## src/rtl/program_loader_if.sv

```systemverilog
// Byte-stream handshake and program-memory write port shared by the loader and its environment.
interface program_loader_if #(
  parameter int DATA_WIDTH = 32
) ();
  logic [7:0]            ByteIn;
  logic                  ByteValid;
  logic                  ByteReady;
  logic                  MemWrite;
  logic [DATA_WIDTH-1:0] MemAddress;
  logic [DATA_WIDTH-1:0] MemWriteData;

  modport master (
    output ByteIn,
    output ByteValid,
    input  ByteReady,
    input  MemWrite,
    input  MemAddress,
    input  MemWriteData
  );

  modport slave (
    input  ByteIn,
    input  ByteValid,
    output ByteReady,
    output MemWrite,
    output MemAddress,
    output MemWriteData
  );
endinterface

```

## src/rtl/program_loader.sv

```systemverilog
// Loads a framed, XOR-checksummed byte stream into program memory as big-endian 32-bit words,
// holding the CPU until a good frame has been written.
module program_loader #(
  parameter int MEMORY_DEPTH = 32,
  parameter int DATA_WIDTH   = 32
) (
  input  logic              clk,
  input  logic              reset,
  input  logic              Start,
  program_loader_if.slave   bus,
  output logic              CpuHold,
  output logic              Done,
  output logic              Error
);
  typedef enum logic [2:0] {
    IDLE   = 3'd0,
    LEN_HI = 3'd1,
    LEN_LO = 3'd2,
    DATA   = 3'd3,
    CHECK  = 3'd4,
    DONE   = 3'd5,
    ERROR  = 3'd6
  } state_e;

  localparam logic [15:0] DEPTH_W = 16'(MEMORY_DEPTH);

  state_e                state_r, next_state_s;
  logic                  ready_r, hold_r, done_r, error_r;
  logic                  ready_s, hold_s, done_s, error_s;
  logic [7:0]            xor_r, len_hi_r;
  logic [15:0]           len_r, cnt_r, len_s;
  logic [1:0]            lane_r;
  logic [23:0]           word_r;
  logic                  wr_r;
  logic [DATA_WIDTH-1:0] addr_r, data_r;
  logic                  xfer_s, open_s, last_byte_s;

  function automatic logic [7:0] xor_accumulate(input logic [7:0] acc, input logic [7:0] b);
    return acc ^ b;
  endfunction

  assign xfer_s      = bus.ByteValid && ready_r;
  assign open_s      = Start && ((state_r == IDLE) || (state_r == DONE) || (state_r == ERROR));
  assign len_s       = {len_hi_r, bus.ByteIn};
  assign last_byte_s = (lane_r == 2'd3) && (cnt_r == (len_r - 16'd1));

  // State and status output registers.
  always_ff @(posedge clk) begin
    if (reset) begin
      state_r <= IDLE;
      ready_r <= 1'b0;
      hold_r  <= 1'b0;
      done_r  <= 1'b0;
      error_r <= 1'b0;
    end else begin
      state_r <= next_state_s;
      ready_r <= ready_s;
      hold_r  <= hold_s;
      done_r  <= done_s;
      error_r <= error_s;
    end
  end

  // Next-state selection.
  always_comb begin
    next_state_s = state_r;
    case (state_r)
      IDLE, DONE, ERROR: begin
        if (Start) next_state_s = LEN_HI;
        else       next_state_s = state_r;
      end
      LEN_HI: begin
        if (xfer_s) next_state_s = LEN_LO;
        else        next_state_s = state_r;
      end
      LEN_LO: begin
        if (!xfer_s)                next_state_s = state_r;
        else if (len_s > DEPTH_W)   next_state_s = ERROR;
        else if (len_s == 16'd0)    next_state_s = CHECK;
        else                        next_state_s = DATA;
      end
      DATA: begin
        if (xfer_s && last_byte_s) next_state_s = CHECK;
        else                       next_state_s = state_r;
      end
      CHECK: begin
        if (!xfer_s)                   next_state_s = state_r;
        else if (bus.ByteIn == xor_r)  next_state_s = DONE;
        else                           next_state_s = ERROR;
      end
      default: next_state_s = IDLE;
    endcase
  end

  // Status decode from the upcoming state so the registered outputs line up with it.
  always_comb begin
    ready_s = 1'b0;
    hold_s  = 1'b0;
    done_s  = 1'b0;
    error_s = 1'b0;
    case (next_state_s)
      LEN_HI, LEN_LO, DATA, CHECK: begin
        ready_s = 1'b1;
        hold_s  = 1'b1;
      end
      DONE:  done_s = 1'b1;
      ERROR: begin
        hold_s  = 1'b1;
        error_s = 1'b1;
      end
      default: begin
        ready_s = 1'b0;
        hold_s  = 1'b0;
      end
    endcase
  end

  // Length capture, running XOR, word assembly and memory write strobe.
  always_ff @(posedge clk) begin
    if (reset) begin
      xor_r    <= 8'd0;
      len_hi_r <= 8'd0;
      len_r    <= 16'd0;
      cnt_r    <= 16'd0;
      lane_r   <= 2'd0;
      word_r   <= 24'd0;
      wr_r     <= 1'b0;
      addr_r   <= '0;
      data_r   <= '0;
    end else begin
      wr_r <= 1'b0;
      if (open_s) begin
        xor_r    <= 8'd0;
        len_hi_r <= 8'd0;
        len_r    <= 16'd0;
        cnt_r    <= 16'd0;
        lane_r   <= 2'd0;
        word_r   <= 24'd0;
      end else if (xfer_s) begin
        case (state_r)
          LEN_HI: begin
            len_hi_r <= bus.ByteIn;
            xor_r    <= xor_accumulate(xor_r, bus.ByteIn);
          end
          LEN_LO: begin
            len_r <= len_s;
            xor_r <= xor_accumulate(xor_r, bus.ByteIn);
          end
          DATA: begin
            xor_r <= xor_accumulate(xor_r, bus.ByteIn);
            if (lane_r == 2'd3) begin
              wr_r   <= 1'b1;
              addr_r <= {{(DATA_WIDTH-18){1'b0}}, cnt_r, 2'b00};
              data_r <= {word_r, bus.ByteIn};
              cnt_r  <= cnt_r + 16'd1;
              lane_r <= 2'd0;
            end else begin
              word_r <= {word_r[15:0], bus.ByteIn};
              lane_r <= lane_r + 2'd1;
            end
          end
          default: begin
          end
        endcase
      end
    end
  end

  assign bus.ByteReady    = ready_r;
  assign bus.MemWrite     = wr_r;
  assign bus.MemAddress   = addr_r;
  assign bus.MemWriteData = data_r;
  assign CpuHold          = hold_r;
  assign Done             = done_r;
  assign Error            = error_r;
endmodule

```

## src/flat_wrapper.sv

```systemverilog
// flat-port wrapper written by rule: the top's interface ports become plain ports
module program_loader_flat 
#(
  parameter int MEMORY_DEPTH = 32,
  parameter int DATA_WIDTH   = 32
)
  (clk, reset, Start, CpuHold, Done, Error, bus_ByteIn, bus_ByteValid, bus_ByteReady, bus_MemWrite, bus_MemAddress, bus_MemWriteData);
  program_loader_if #(.DATA_WIDTH(DATA_WIDTH)) bus_i ();
  input  logic clk;
  input  logic reset;
  input  logic Start;
  output logic CpuHold;
  output logic Done;
  output logic Error;
  input wire logic [$bits(bus_i.ByteIn)-1:0] bus_ByteIn;
  input wire logic [$bits(bus_i.ByteValid)-1:0] bus_ByteValid;
  output wire logic [$bits(bus_i.ByteReady)-1:0] bus_ByteReady;
  output wire logic [$bits(bus_i.MemWrite)-1:0] bus_MemWrite;
  output wire logic [$bits(bus_i.MemAddress)-1:0] bus_MemAddress;
  output wire logic [$bits(bus_i.MemWriteData)-1:0] bus_MemWriteData;
  assign bus_i.ByteIn = bus_ByteIn;
  assign bus_i.ByteValid = bus_ByteValid;
  assign bus_ByteReady = bus_i.ByteReady;
  assign bus_MemWrite = bus_i.MemWrite;
  assign bus_MemAddress = bus_i.MemAddress;
  assign bus_MemWriteData = bus_i.MemWriteData;
  program_loader #(.MEMORY_DEPTH(MEMORY_DEPTH), .DATA_WIDTH(DATA_WIDTH)) u_core (.clk(clk), .reset(reset), .Start(Start), .bus(bus_i), .CpuHold(CpuHold), .Done(Done), .Error(Error));
endmodule
```

## config.mk

```make
export PLATFORM = sky130hd
export DESIGN_NAME = program_loader_flat
export DESIGN_NICKNAME = d
export VERILOG_FILES = /design/src/rtl/program_loader_if.sv /design/src/rtl/program_loader.sv /design/src/flat_wrapper.sv
export SDC_FILE = /design/constraint.sdc
export NUM_CORES = 1
export LEC_CHECK = 0
export BUFFER_PORTS_ARGS = -buffer_cell sky130_fd_sc_hd__buf_4
export CAP_MARGIN = 20
export CORE_AREA = 2 2 141 143
export DETAILED_ROUTE_END_ITERATION = 8
export DIE_AREA = 0 0 143 145
export PLACE_DENSITY = 0.51
export SYNTH_ARGS = -nofsm -noshare
export SYNTH_HDL_FRONTEND = slang
export SYNTH_SLANG_ARGS = --single-unit
```

## constraint.sdc

```tcl
create_clock -name clk -period 7 [get_ports clk]
set_input_delay 1.05 -clock clk [delete_from_list [all_inputs] [get_ports clk]]
set_output_delay 1.05 -clock clk [all_outputs]
set_load 0.05 [all_outputs]
```

### Word-level counts from Yosys, hierarchy flattened

Index checks and enable logic that the tools add are counted.

* $add $sub $neg: 3
* $lt $le $gt $ge: 1
* equality and inequality tests: 15
* multiplexer cells: 15
* bitwise logic cells: 5
* reductions and logical operators: 21

Operator list (count)
* 2-to-1 mux 3 bit: 7
* equality test 3 bit, second input constant: 6
* adder 16 x 1 -> 16 bit, second input constant: 1
* equality test 16 bit: 1
* greater-than comparator 16 x 6 -> 1 bit, second input constant: 1
* logical NOT 16 bit: 1
* subtractor 16 x 1 -> 16 bit, second input constant: 1
* one-hot mux 3 bit (5 select lines): 1
* equality test 3 x 2 -> 1 bit, second input constant: 4
* equality test 8 bit: 1
* AND reduction 2 bit: 4
* OR reduction 4 bit: 2
* bitwise XOR 8 bit: 1
* equality test 3 x 1 -> 1 bit, second input constant: 2
* AND reduction 3 bit: 2
* OR reduction 3 bit: 2
* 2-to-1 mux 1 bit: 5
* OR reduction 5 bit: 1
* logical AND 1 bit: 4
* 2-to-1 mux 2 bit: 2
* NOT 1 bit: 4
* AND reduction 4 bit: 1
* logical NOT 3 bit: 1
* adder 2 x 1 -> 2 bit, second input constant: 1
* other kinds (3): 4

* register bits: 130
* input port bits: 12
* output and inout bits: 69
* word-level logic and storage cells: 74

### Logic depth before layout (Yosys ltp)

* word-level depth: 9
* depth in mapped cells: 10
* mapped depth without buffers: 10

### Worst setup path before layout

Ideal clock, no wire load.

* path kind: input -> register
* start: input port bus_ByteIn[2]
* end: register u_core.ready_r (netlist: u_core.bus.ByteReady)
* library setup time: 0.128 ns
* data arrival time: 3.094 ns
* data required time: 6.872 ns
* slack: 3.778 ns
* stages on the path: 9
* path buffers: 1
* cell sequence: buf_2 > or4_4 > or4_1 > o211a_1 > a311oi_1 > and2_1 > a31oi_1 > o211ai_1 > o31ai_1

* cells in the longest elaborated chain, start to end: 8
* elaborated cells on any way between the ends: 15
* those cells by class: order compare: 1; eq/ne: 5; mux: 7; reduce/logical: 2

RTL lines
* start, declared: RTL line flat_wrapper.sv:15 `input wire logic [$bits(bus_i.ByteIn)-1:0] bus_ByteIn;`
* parallel branches: the longest is 4 deep, another holds greater-than comparator 16 x 6 -> 1 bit
* one-hot mux 3 bit (5 select lines) *: RTL line program_loader.sv:67 `case (state_r)`
* equality test 3 x 1 -> 1 bit, or another cell as far along: RTL line program_loader.sv:101 `case (next_state_s)`
* OR reduction 4 bit *
* 2-to-1 mux 1 bit *: RTL line program_loader.sv:101
* end signal, assigned: RTL line program_loader.sv:57 `ready_r <= ready_s;`
* end, declared: RTL line program_loader.sv:28 `logic ready_r, hold_r, done_r, error_r;`

Mark *: on every way between the ends.
A chain may end at the register's enable or synchronous reset.

### Worst setup path after layout

* start: input port bus_ByteValid
* end: register u_core.cnt_r[15]

* cells in the longest elaborated chain, start to end: 2

RTL lines
* start, declared: RTL line flat_wrapper.sv:16 `input wire logic [$bits(bus_i.ByteValid)-1:0] bus_ByteValid;`
* logical AND 1 bit: RTL line program_loader.sv:42 `assign xfer_s = bus.ByteValid && ready_r;`
* AND reduction 3 bit (no line)
* end signal, assigned: RTL line program_loader.sv:155 `cnt_r <= cnt_r + 16'd1;`
* end, declared: RTL line program_loader.sv:31 `logic [15:0] len_r, cnt_r, len_s;`

No other way between the ends.

==> impl_summary.log <==
[metrics] result of the run: finished, final reports clean
[metrics] routed vias/inst: 4.56
[metrics] CTS Hold Buffers Added: 0
[metrics] pin count of the biggest net entering global routing: 76
[metrics] period utilisation layout: 0.437
[metrics] Synth Cell Area: 5680 sq um
[metrics] slowest stage cell, crit path: buf_4
[metrics] hold-critical path endpoint: u_core.bus.MemAddress[15]$_SDFFE_PP0P_
[metrics] number of buffers created by CTS: 17
[metrics] area share of the largest cell type after synthesis: 0.458
[metrics] beginning of the critical path: bus_ByteValid
[metrics] sequential fraction of the synthesis area: 0.458
[metrics] WP data arrival: 3330 ps
[metrics] initial antenna violation count: 0
[metrics] count of mapped cells out of synthesis: 724
[metrics] Power Dens Cells: 240 nW/um^2
[metrics] Layout fillers: 2076
[metrics] crit path launch type: primary input
[metrics] Avg Cell Area, Syn: 7.84 sq um
[metrics] area of the core region: 19200 sq um
[metrics] average routed wire per standard cell: 13.5 um
[metrics] kind of critical path: in2reg
[metrics] clock slew at the register clock pins of the worst setup and hold paths: 50 ps
[metrics] first-pass GRT wire length: 22800 um
[metrics] clock tree from TritonCTS: done
[metrics] total track usage: 0.140
[metrics] most used cells in the layout excluding fill and tap cells: nand2_1, dfxtp_1, a21oi_1, buf_4, nor2_1
[metrics] Worst Hold Path Cells: 2
[metrics] number of nets with antenna violations after detailed routing: 0
[metrics] upper clock frequency limit: 327 MHz
[metrics] dominant cells by area after synthesis: dfxtp_1, nand2_1, a21oi_1
[metrics] number of warnings issued by yosys: 0
[metrics] FP Rows: 51
[metrics] total number of clock tree sinks: 130
[metrics] Slew Limit Headroom: 0.304
[metrics] die height: 145 um
[metrics] root buffer cell: clkbuf_16
[metrics] critical path required time: 7270 ps
[metrics] RSZ-0062 raised after global routing: false
[metrics] starting DRC count in detailed routing: 268
[metrics] Initial Util: 0.296
[metrics] sum of negative setup slack: 0 ps
[metrics] fraction of layout cells with a size suffix above 1: 0.145
[metrics] delay of the slowest critical-path stage: 460 ps
[metrics] final setup vio count: 0
[metrics] Post-CTS Setup Bufs: 0
[metrics] worst reg2reg endpoint: u_core.bus.ByteReady$_SDFF_PP0_
[metrics] final-stage net count: 777
[metrics] count of H-tree levels built during CTS: 4
[metrics] Routed WL: 14000 um
[metrics] hold_ws: 452 ps
[metrics] maximum VDD drop: 0.178 mV
[metrics] worst flop-to-flop path startpoint: u_core.len_r[0]$_SDFFE_PP0P_
[metrics] hold violation count in the final report: 0
[metrics] detailed-route DRC error count: 0
[metrics] class of the worst hold path: reg2reg
[metrics] most numerous cell on the critical path: nor2_1
[metrics] Bufs on Longest Clock Path: 2
[metrics] Async SR Flop Fraction: 0
[metrics] floorplan die width: 143 um
[metrics] worst clock skew: 8.33 ps
[metrics] highest net fanout along the worst path: 53
[metrics] endpoint kind of the worst setup timing path: flop
[metrics] DRT Pass-1 Iters: 4
[metrics] cell-by-cell listing of the critical path: buf_4, nand3b_1, nor2_1, and2_2, buf_4, nand4_1, nor2_1, nand4_1, xor2_1, nor2_1
[metrics] Post-synth EDFFs: 0
[metrics] Ports: 81
[metrics] library cell with the largest summed area after synthesis: dfxtp_1
[metrics] total inserted antenna cells: 0
[metrics] leak pwr: 2.44 nW
[metrics] count of buffers inserted at the top-level ports: 64
[metrics] path depth of the worst reg2reg path: 10
[metrics] Max-cap violations: 0
[metrics] Min-Delay Startpoint: u_core.bus.MemAddress[15]$_SDFFE_PP0P_
[metrics] flop-to-flop setup slack: 4080 ps
[metrics] Resized Gates After CTS: 0
[metrics] DIE AREA: 20700 sq um
[metrics] final HPWL from detailed placement: 9220 um
[metrics] Slew Viols, Final: 0
[metrics] post-synthesis cell type count: 57
[metrics] Yosys reg bits: 130
[metrics] total via count in the routed design: 4738
[metrics] transition time at the pin with the least slew margin: 1040 ps
[metrics] most common cell after layout, fill and taps aside: nand2_1
[metrics] Most used DFF post-synth: dfxtp_1
[metrics] min cycle time layout: 3060 ps
[metrics] via count of the first global-routing pass: 4521
[metrics] clock latency on the worst-skew pair: 420 ps
[metrics] P&R area growth vs syn: 19.8%
[metrics] weighted congestion at the end of routability-driven global placement: 0.802
[metrics] Overflow after GRT: 0
## worst max path at each step
stage	endpoint	slack (ps)	depth (start not counted)
global placement	u_core.cnt_r[15]$_SDFFE_PP0P_	3590	10
global route	u_core.cnt_r[15]$_SDFFE_PP0P_	3640	10
CTS	u_core.cnt_r[15]$_SDFFE_PP0P_	3950	10
floorplan	u_core.bus.ByteReady$_SDFF_PP0_	3780	9
finish	u_core.cnt_r[15]$_SDFFE_PP0P_	3940	10
detailed placement	u_core.cnt_r[15]$_SDFFE_PP0P_	3500	10
## final cells by class
cell class	count	area, sq um	share of cell area
multi-input combinational	537	2790	0.411
inverter	7	26.3	0.00386
timing repair buffer	69	518	0.0762
sequential	130	2600	0.383
tap	265	332	0.0487
clock buffer	21	470	0.0692
clock inverter	9	60.1	0.00883
## per-stage QoR
step / setup slack, ps / cell area (sq um) / total power [mW] / utilization / cells
after floorplan: 3780 / 5730 / 0.840 / - / 739
after global placement: 3590 / 6270 / 0.856 / 0.326 / 1008
after detailed placement: 3500 / 6270 / 0.856 / 0.326 / 1008
after CTS: 3950 / 6800 / 1.66 / 0.354 / 1038
after global routing: 3640 / 6800 / 1.70 / 0.354 / 1038
final: 3940 / 6800 / 1.64 / 0.354 / 1038
## sequential cells by signal (all words and copies together), names as in the netlist
register and count:
u_core.word_r 24, u_core.bus.MemAddress 16, u_core.Error 1, u_core.bus.MemWriteData 32
u_core.len_r 16, u_core.xor_r 8, u_core.CpuHold 1, u_core.cnt_r 16
u_core.len_hi_r 8, u_core.lane_r 2, u_core.state_r 3, u_core.bus.MemWrite 1
u_core.Done 1, u_core.bus.ByteReady 1
## synthesized netlist by cell type, types with 2 or more instances
master,n
or2_2,2
nor2_1,54
o31ai_1,3
xnor2_1,18
inv_1,7
buf_2,3
or3_1,6
o21ai_0,9
nand2_1,208
ha_1,3
o41ai_1,2
and2_1,4
buf_1,3
nor3b_1,2
nor3_1,8
a211oi_1,2
nand2b_1,2
nand3_1,10
nand4_1,5
buf_4,17
xor2_1,26
nor4_1,3
and3_1,7
or4_1,3
nor2b_1,7
mux2i_1,8
o211ai_1,2
dfxtp_1,130
a41oi_1,2
a21oi_1,98
a31oi_1,2
and4_1,2
clkbuf_1,41
a311oi_1,2
## worst max-delay path: cells and delay by family
kind	cells	cell delay (ps)
xor+xnor	1	150
simple gates	7	1540
buf+inv	2	540
## where the power goes
part	internal [mW]	switching [mW]	total (mW)	leakage [nW]
clock network	0.474	0.322	0.796	0.257
registers	0.744	0.00545	0.750	1.05
logic	0.0225	0.0671	0.0896	1.14
## metal layers
layer,wire (um),track usage,vias up
met5,0,0,-
met4,166,0.0495,0
met3,628,0.0340,15
met2,6300,0.217,88
met1,6860,0.188,2193
li1,-,-,2442
## kinds of logic after synthesis
kind of cell | share of synthesized area
adder cells (fa/ha/maj) | 0.00661
flip-flops | 0.458
multiplexers | 0.0161
XOR/XNOR | 0.0679
buffers and inverters | 0.0608
AND/OR/NAND/NOR | 0.252
other | 0.000660
AO/OA/AOI/OAI | 0.138
No activity file was read; power rests on OpenSTA's default activity.
